--- src/rtl/conv_mac_window_if.sv ---
// conv_mac_window_if: handshake and operand/result bundle for conv_mac_window.
// The master side issues start, operand beats and out_ready.
// The slave side (the MAC engine) returns status, in_ready and the window result.
interface conv_mac_window_if #(
  parameter int BIT_LENGTH = 8,
  parameter int PORT_COUNT = 3,
  parameter int ACC_WIDTH  = 20
) ();
  logic                             start;
  logic                             busy;
  logic [PORT_COUNT*BIT_LENGTH-1:0] multiplier_input;
  logic [PORT_COUNT*BIT_LENGTH-1:0] multiplicand_input;
  logic                             in_valid;
  logic                             in_ready;
  logic [BIT_LENGTH-1:0]            cSum;
  logic [ACC_WIDTH-1:0]             cSum_full;
  logic                             sat;
  logic                             out_valid;
  logic                             out_ready;

  modport master (
    output start, multiplier_input, multiplicand_input, in_valid, out_ready,
    input  busy, in_ready, cSum, cSum_full, sat, out_valid
  );

  modport slave (
    input  start, multiplier_input, multiplicand_input, in_valid, out_ready,
    output busy, in_ready, cSum, cSum_full, sat, out_valid
  );
endinterface

--- src/rtl/conv_mac_window.sv ---
// conv_mac_window: pipelined signed multiply-accumulate over one convolution window.
// Each beat carries PORT_COUNT operand pairs, and a window is KERNEL_LEN beats.
// Every product is summed into a single accumulator, and the result is returned over
// a valid/ready handshake.
// Build option CONV_SATURATE_EN: when it is defined, cSum is clamped to the signed
// BIT_LENGTH range and sat reports clamping. Otherwise cSum is the truncated low bits
// and sat is 0.
module conv_mac_window #(
  parameter int BIT_LENGTH = 8,
  parameter int PORT_COUNT = 3,
  parameter int KERNEL_LEN = 3,
  parameter int ACC_WIDTH  = 20
) (
  input logic              Clk,
  input logic              Rst,
  conv_mac_window_if.slave bus
);
  localparam int PROD_W = 2 * BIT_LENGTH;
  localparam int CNT_W  = (KERNEL_LEN > 1) ? $clog2(KERNEL_LEN) : 1;
  localparam logic [CNT_W-1:0] LAST_BEAT = CNT_W'(KERNEL_LEN - 1);

`ifdef CONV_SATURATE_EN
  localparam logic signed [ACC_WIDTH-1:0] SAT_MAX =
    {{(ACC_WIDTH-BIT_LENGTH+1){1'b0}}, {(BIT_LENGTH-1){1'b1}}};
  localparam logic signed [ACC_WIDTH-1:0] SAT_MIN =
    {{(ACC_WIDTH-BIT_LENGTH+1){1'b1}}, {(BIT_LENGTH-1){1'b0}}};
`endif

  typedef enum logic [1:0] {IDLE, LOAD, DRAIN, DONE} state_t;

  state_t                      state_q, state_d;
  logic [CNT_W-1:0]            beat_q, beat_d;
  logic                        s1_valid_q, s1_valid_d;
  logic                        s2_valid_q, s2_valid_d;
  logic signed [PROD_W-1:0]    mul_ext [PORT_COUNT];
  logic signed [PROD_W-1:0]    mcd_ext [PORT_COUNT];
  logic signed [PROD_W-1:0]    prod_q  [PORT_COUNT];
  logic signed [PROD_W-1:0]    prod_d  [PORT_COUNT];
  logic signed [ACC_WIDTH-1:0] tree_q, tree_d;
  logic signed [ACC_WIDTH-1:0] acc_q, acc_d;

  // Stages 1 and 2: sign-extend the operands and form products, then add the registered products at accumulator width.
  always_comb begin
    tree_d = '0;
    for (int p = 0; p < PORT_COUNT; p++) begin
      mul_ext[p] = {{BIT_LENGTH{bus.multiplier_input[p*BIT_LENGTH+BIT_LENGTH-1]}},
                    bus.multiplier_input[p*BIT_LENGTH +: BIT_LENGTH]};
      mcd_ext[p] = {{BIT_LENGTH{bus.multiplicand_input[p*BIT_LENGTH+BIT_LENGTH-1]}},
                    bus.multiplicand_input[p*BIT_LENGTH +: BIT_LENGTH]};
      prod_d[p]  = mul_ext[p] * mcd_ext[p];
      tree_d     = tree_d + ACC_WIDTH'(prod_q[p]);
    end
  end

  // Next-state logic, beat counting, stage valids and the stage 3 accumulate.
  // Leaving DRAIN when stage 1 is empty means that the last sum enters the accumulator on the same edge that enters DONE.
  always_comb begin
    state_d    = state_q;
    beat_d     = beat_q;
    s1_valid_d = 1'b0;
    s2_valid_d = s1_valid_q;
    acc_d      = acc_q;
    if (s2_valid_q) begin
      acc_d = acc_q + tree_q;
    end
    case (state_q)
      IDLE: begin
        if (bus.start) begin
          state_d    = LOAD;
          beat_d     = '0;
          s2_valid_d = 1'b0;
          acc_d      = '0;
        end
      end
      LOAD: begin
        s1_valid_d = bus.in_valid;
        if (bus.in_valid) begin
          if (beat_q == LAST_BEAT) begin
            state_d = DRAIN;
            beat_d  = '0;
          end else begin
            beat_d = beat_q + 1'b1;
          end
        end
      end
      DRAIN: begin
        if (!s1_valid_q) begin
          state_d = DONE;
        end
      end
      DONE: begin
        if (bus.out_ready) begin
          state_d = IDLE;
        end
      end
      default: state_d = IDLE;
    endcase
  end

  // Status decode and result narrowing. The result stays stable in DONE because the accumulator is idle there.
  always_comb begin
    bus.busy      = (state_q != IDLE);
    bus.in_ready  = (state_q == LOAD);
    bus.out_valid = (state_q == DONE);
    bus.cSum_full = acc_q;
`ifdef CONV_SATURATE_EN
    bus.cSum = acc_q[BIT_LENGTH-1:0];
    bus.sat  = 1'b0;
    if (acc_q > SAT_MAX) begin
      bus.cSum = SAT_MAX[BIT_LENGTH-1:0];
      bus.sat  = (state_q == DONE);
    end else if (acc_q < SAT_MIN) begin
      bus.cSum = SAT_MIN[BIT_LENGTH-1:0];
      bus.sat  = (state_q == DONE);
    end
`else
    bus.cSum = acc_q[BIT_LENGTH-1:0];
    bus.sat  = 1'b0;
`endif
  end

  // State and pipeline registers. A low Rst aborts any window in progress.
  always_ff @(posedge Clk) begin
    if (!Rst) begin
      state_q    <= IDLE;
      beat_q     <= '0;
      s1_valid_q <= 1'b0;
      s2_valid_q <= 1'b0;
      tree_q     <= '0;
      acc_q      <= '0;
      for (int p = 0; p < PORT_COUNT; p++) begin
        prod_q[p] <= '0;
      end
    end else begin
      state_q    <= state_d;
      beat_q     <= beat_d;
      s1_valid_q <= s1_valid_d;
      s2_valid_q <= s2_valid_d;
      tree_q     <= tree_d;
      acc_q      <= acc_d;
      for (int p = 0; p < PORT_COUNT; p++) begin
        prod_q[p] <= prod_d[p];
      end
    end
  end
endmodule

--- src/flat_wrapper.sv ---
// flat-port wrapper written by rule: the top's interface ports become plain ports
module conv_mac_window_flat 
#(
  parameter int BIT_LENGTH = 8,
  parameter int PORT_COUNT = 3,
  parameter int KERNEL_LEN = 3,
  parameter int ACC_WIDTH  = 20
)
  (Clk, Rst, bus_start, bus_multiplier_input, bus_multiplicand_input, bus_in_valid, bus_out_ready, bus_busy, bus_in_ready, bus_cSum, bus_cSum_full, bus_sat, bus_out_valid);
  conv_mac_window_if #(.BIT_LENGTH(BIT_LENGTH), .PORT_COUNT(PORT_COUNT), .ACC_WIDTH(ACC_WIDTH)) bus_i ();
  input logic Clk;
  input logic Rst;
  input wire logic [$bits(bus_i.start)-1:0] bus_start;
  input wire logic [$bits(bus_i.multiplier_input)-1:0] bus_multiplier_input;
  input wire logic [$bits(bus_i.multiplicand_input)-1:0] bus_multiplicand_input;
  input wire logic [$bits(bus_i.in_valid)-1:0] bus_in_valid;
  input wire logic [$bits(bus_i.out_ready)-1:0] bus_out_ready;
  output wire logic [$bits(bus_i.busy)-1:0] bus_busy;
  output wire logic [$bits(bus_i.in_ready)-1:0] bus_in_ready;
  output wire logic [$bits(bus_i.cSum)-1:0] bus_cSum;
  output wire logic [$bits(bus_i.cSum_full)-1:0] bus_cSum_full;
  output wire logic [$bits(bus_i.sat)-1:0] bus_sat;
  output wire logic [$bits(bus_i.out_valid)-1:0] bus_out_valid;
  assign bus_i.start = bus_start;
  assign bus_i.multiplier_input = bus_multiplier_input;
  assign bus_i.multiplicand_input = bus_multiplicand_input;
  assign bus_i.in_valid = bus_in_valid;
  assign bus_i.out_ready = bus_out_ready;
  assign bus_busy = bus_i.busy;
  assign bus_in_ready = bus_i.in_ready;
  assign bus_cSum = bus_i.cSum;
  assign bus_cSum_full = bus_i.cSum_full;
  assign bus_sat = bus_i.sat;
  assign bus_out_valid = bus_i.out_valid;
  conv_mac_window #(.BIT_LENGTH(BIT_LENGTH), .PORT_COUNT(PORT_COUNT), .KERNEL_LEN(KERNEL_LEN), .ACC_WIDTH(ACC_WIDTH)) u_core (.Clk(Clk), .Rst(Rst), .bus(bus_i));
endmodule
--- config.mk ---
export PLATFORM = sky130hd
export DESIGN_NAME = conv_mac_window_flat
export DESIGN_NICKNAME = d
export VERILOG_FILES = /design/src/rtl/conv_mac_window_if.sv /design/src/rtl/conv_mac_window.sv /design/src/flat_wrapper.sv
export SDC_FILE = /design/constraint.sdc
export NUM_CORES = 1
export LEC_CHECK = 0
export BUFFER_PORTS_ARGS = -buffer_cell sky130_fd_sc_hd__buf_4
export CELL_PAD_IN_SITES_DETAIL_PLACEMENT = 1
export CELL_PAD_IN_SITES_GLOBAL_PLACEMENT = 2
export CORE_MARGIN = 2
export CORE_UTILIZATION = 40
export DETAILED_ROUTE_END_ITERATION = 7
export MAX_ROUTING_LAYER = met4
export PLACE_DENSITY_LB_ADDON = 0.1
export SETUP_SLACK_MARGIN = 0.5
export SLEW_MARGIN = 20
export SYNTH_ARGS = -nofsm -noshare
export SYNTH_HDL_FRONTEND = slang
export SYNTH_SLANG_ARGS = --single-unit
export TNS_END_PERCENT = 100
--- constraint.sdc ---
create_clock -name Clk -period 4.94 [get_ports Clk]
set_input_delay 0.494 -clock Clk [delete_from_list [all_inputs] [get_ports Clk]]
set_output_delay 0.494 -clock Clk [all_outputs]
set_load 0.02 [all_outputs]
# Yosys cells after proc, flatten, opt, wreduce, memory -nomap -nowiden
# Memory sizes are Yosys's and may differ from the RTL's.
# Cells that the tools add are included.
# classes
n_addsub	4
mul	3
n_lt_le_gt_ge	0
n_div	0
mux	20
shift	0
n_reduce_logical	6
bitwise	3
n_eq_ne	9
# op_table
operator	n
20-bit two-way mux	3
8-bit by 8-bit multiplier with 16-bit output	3
16-bit two-way mux	3
20-bit adder	1
17-bit by 16-bit adder with 18-bit output	1
16-bit by 16-bit adder with 17-bit output	1
2-bit two-way mux	8
2-bit inequality test (second input constant)	4
2-bit case mux with 4 select lines	1
2-bit equality test (second input constant)	3
5-bit AND reduction	1
1-bit two-way mux	4
2-bit case mux with 2 select lines	1
2-bit nonzero test	2
1-bit bitwise OR	3
3-bit AND reduction	1
2-bit by 1-bit adder with 2-bit output (second input constant)	1
2-bit by 1-bit equality test with 1-bit output (second input constant)	1
2-bit zero test	1
2-bit by 1-bit inequality test with 1-bit output (second input constant)	1
2-bit AND reduction	1
# totals
ramBits	48
reg_bits	46
latchBits	0
memories	1
in_bits	53
rom_bits	0
output_inout_bits	32
# memory_table
name	depth	width	read_ports	rd_clocked_by_memory_dff	wr	line_no	rtl
u_core.prod_q	3	16	3	0	3	conv_mac_window.sv:37	logic signed [PROD_W-1:0] prod_q [PORT_COUNT];

# Logic depth before layout (Yosys ltp)
# logic_depth
depth_word	4
ltp_mapped	17

# Worst setup path after synthesis
# No wires, ideal clock.
# synth_path
path_kind	input port to flip-flop
from	in bus_multiplier_input[7]
to	mem u_core.prod_q[0][15] in the netlist's numbering
setup_slack_ps	735
setup_ps	115
required_ps	4825
stages	15
arrival_time_ps	4090
cell_sequence	and2_1 > fa_1 > inv_1 > fa_1 > inv_1 > fa_1 > inv_1 > fa_1 > inv_1 > ha_1 > inv_1 > a211oi_1 > o22ai_1 > xnor2_1 > and2_1
# synth_rtl
item	line_no	rtl
start, declared	flat_wrapper.sv:14	input wire logic [$bits(bus_i.multiplier_input)-1:0] bus_multiplier_input;
end, declared	conv_mac_window.sv:37	

==> run metrics <==
Worst EP required=5.18 ns; share of total power in sequential cells=0.168; Worst-path clk slew=0.07 ns; TritonCTS clock tree=yes; Tcrit/Tclk final=0.848; hold path start=bus_in_valid; power share of the clock group=0.116; mux contribution to synthesized area=0.0134; Vias=8602; #FFs+latches synth=92; ant diodes=0; DRT Wirelength=27400 um; slowest cell on the critical path=fa_1; Startpoint Class=input port; P per Cell Area=488 nW/um^2; Design Area, Final=13500 um^2; Final Skew=0.00524 ns; post-synthesis compound-gate area fraction=0.0791; Worst Hold End=u_core.s1_valid_q; hold depth=2; FF-to-FF path depth=13; Critical R2R Launch=u_core.prod_q[0][16]; Synth Flop Type=dfxtp_1; Post-Synth Adder-Cell Area=0.431; Synth Area in XOR/XNOR=0.0425; initial antenna violation count=0; final core utilization=0.453; Worst Hold Class=in -> reg; WL/cell=15.3 um; Worst Path Buf+Inv=5; post-synthesis cell area=12200 um^2; leakage power=6.63 nW; number of DRC markers in iteration 0=262; fin. max-slew vios=0; Clock Sinks=92; fin crit period=4.19 ns; most frequent CP cell=inv_1; Max stage delay on crit path=0.55 ns; Mapped Cells=1317; library cells used by synthesis=63; largest net degree at the start of global routing=77; die area=31800 um^2; Rel. slew slack=0.589; status=complete, no violations; largest family of logic cells by synthesized area=adder cells; MaxCap Viol Count=0; DP HPWL=23600 um; core area=29800 um^2; VDD IR max=0.000241 V; H-Tree Depth=3; first-pass GRT wire length=46900 um; Port-buffer cells=83; Syn Area/Cell=9.23 um^2; Post-synth EDFFs=0; total grt overflow=0; FFs w/ async S/R, synth=0; yosys warns=0; Max Freq=239 MHz; total CTS buffers=9; dpl cell area=13200 um^2; critical path, cell by cell=buf_4, and2_1, ha_1, inv_1, fa_1, inv_1, fa_1, inv_1, fa_1, inv_1, ha_1, o21ai_0, nand2b_1, a21oi_1, a21oi_1, a31oi_1, xnor2_1, and2_1; Top Family by Delay on Critical Path=adder cells; arrival time worst endpoint=4.43 ns; crit-path max FO=8; placer congestion estimate=0.824; Remaining DRCs=0; io pins=85; switch share=0.454; Worst-Skew Late Latency=0.35 ns; vias in the first global route=9093; worst slew pin tran=0.616 ns; CP Capture Type=flip-flop; Net Count, Synth=1679; Post-CTS Hold Fix Bufs=0; Placement Rows=63; logic gate share of total power=0.716; RSZ-0062 raised after global routing=yes; drt via density=4.82; Initial Util=0.408; sequential-to-total area share from yosys stat=0.152; setup tns final=0 ns; synth-to-layout area growth=11.0%; Int Power=0.00360 W; Routed Antenna Nets=0; clk root buf=clkbuf_16; sw power=0.00299 W; simple-gate share of the synthesized area=0.190; DRT Pass-1 Iters=5; final setup vio count=0; Final Hold Vio Count=0; FF-to-FF End=u_core.tree_q[15]; total track usage=0.191; Clock Path Buffers=2; die height=178 um; r2r setup slk=1.86 ns; share of cells above drive strength 1=0.0810; crit path kind=in -> reg; Layout Nets=1752; Die X=178 um
==> power by group through the flow <==
stage          clock network, W  logic [W]  registers, W
6_report               0.000765    0.00472       0.00111
5_1_grt                0.000820    0.00552       0.00113
4_1_cts                0.000789    0.00482       0.00112
3_5_place_dp                  0    0.00477       0.00113
3_3_place_gp                  0    0.00470       0.00113
2_1_floorplan                 0    0.00368       0.00107
==> cell type report <==
cell class	count	area, um^2
Tap cell	390	488
Timing Repair Buffer	84	631
Clock inverter	7	106
Sequential cell	92	1840
Inverter	266	998
Multi-Input combinational cell	937	9200
Clock buffer	9	225
Fill cell	3503	16300
==> logic make-up after synthesis <==
family	after synthesis
AND/OR/NAND/NOR	403
adder cells (fa/ha/maj)	309
buffers and inverters	288
AO/OA/AOI/OAI	149
flip-flops	92
XOR/XNOR	59
multiplexers	16
other	1
==> cells in the mapped netlist (all sizes together) (3+ instances only) <==
master,n,share of area
a211oi,8,0.0049
a21boi,4,0.0025
a21o,17,0.011
a21oi,40,0.016
a31oi,6,0.0031
and2,168,0.086
and3,9,0.0046
and3b,4,0.0029
buf,11,0.0062
clkbuf,11,0.0034
dfxtp,92,0.15
fa,183,0.30
ha,126,0.13
inv,266,0.082
mux2i,14,0.012
nand2,64,0.020
nand2b,32,0.016
nand3,10,0.0041
nand3b,4,0.0025
nand4,5,0.0026
nor2,37,0.011
nor2b,32,0.016
nor3,7,0.0029
nor3b,12,0.0074
nor4,3,0.0015
o21a,12,0.0074
o21ai,41,0.018
o22ai,4,0.0021
or4,5,0.0034
xnor2,50,0.036
xor2,9,0.0065
==> per-layer routing <==
layer	global-route usage	wire [um]
met5	-	0
met4	0.0251	146
met3	0.0166	445
met2	0.315	13400
met1	0.263	13300
==> worst max-delay path by stage <==
| stage | from | to | slack, ns | cells after the start |
|---|---|---|---|---|
| after floorplan | bus_multiplier_input[7] | u_core.prod_q[0][15] | 0.73 | 15 |
| after CTS | bus_multiplier_input[7] | u_core.prod_q[0][15] | 0.68 | 16 |
| final | bus_multiplier_input[7] | u_core.prod_q[0][13] | 0.75 | 18 |
| after global routing | bus_multiplier_input[23] | u_core.prod_q[0][47] | 0.49 | 18 |
| after global placement | bus_multiplier_input[7] | u_core.prod_q[0][15] | 0.39 | 16 |
| after detailed placement | bus_multiplier_input[7] | u_core.prod_q[0][15] | 0.31 | 16 |
==> state kept, by name (all words and copies together) (netlist names) <==
signal                cells
u_core.prod_q            48
u_core.s2_valid_q         1
u_core.state_q            2
u_core.s1_valid_q         1
u_core.beat_q             2
u_core.tree_q            18
u_core.bus.cSum_full     20
==> through the flow <==
step,hold WS [ns],total power [W],setup slack (ns),std cells
6_report,0.392,0.00659,0.751,1785
5_1_grt,0.393,0.00747,0.494,1785
4_1_cts,0.377,0.00672,0.677,1785
3_5_place_dp,0.476,0.00590,0.308,1769
3_3_place_gp,0.455,0.00583,0.390,1769
2_1_floorplan,0.452,0.00475,0.735,1317
==> layout by cell type, fill, tap and decap left out, types with 2 or more instances in the layout <==
cell type   count
and3_1          9
nor4_1          3
mux2i_1        14
a31oi_1         6
nand3_1        10
o21ai_1         4
nor3b_1        12
o211ai_1        2
inv_8           2
clkinvlp_4      2
or4_1           4
and2_1        168
nand4_1         5
dfxtp_1        92
mux2_2          2
a211oi_1        7
xor2_1          9
nor3_1          7
o21ai_0        36
buf_4          84
inv_1         266
nor2b_1        32
xnor2_1        50
and4_1          2
nand3b_1        4
ha_1          126
clkbuf_16       9
fa_1          183
a21boi_0        4
o22ai_1         4
nor2_1         37
a21oi_1        40
nand2b_1       32
bufinv_16       2
a21o_1         17
o21a_1         12
and3b_1         4
nand2_1        64
==> what timing repair did <==
item,4_1_cts,5_1_grt
resized for setup,0,2
setup buffers,0,0
setup endpoints to repair,0,3
Power figures use the tool's default switching activity.
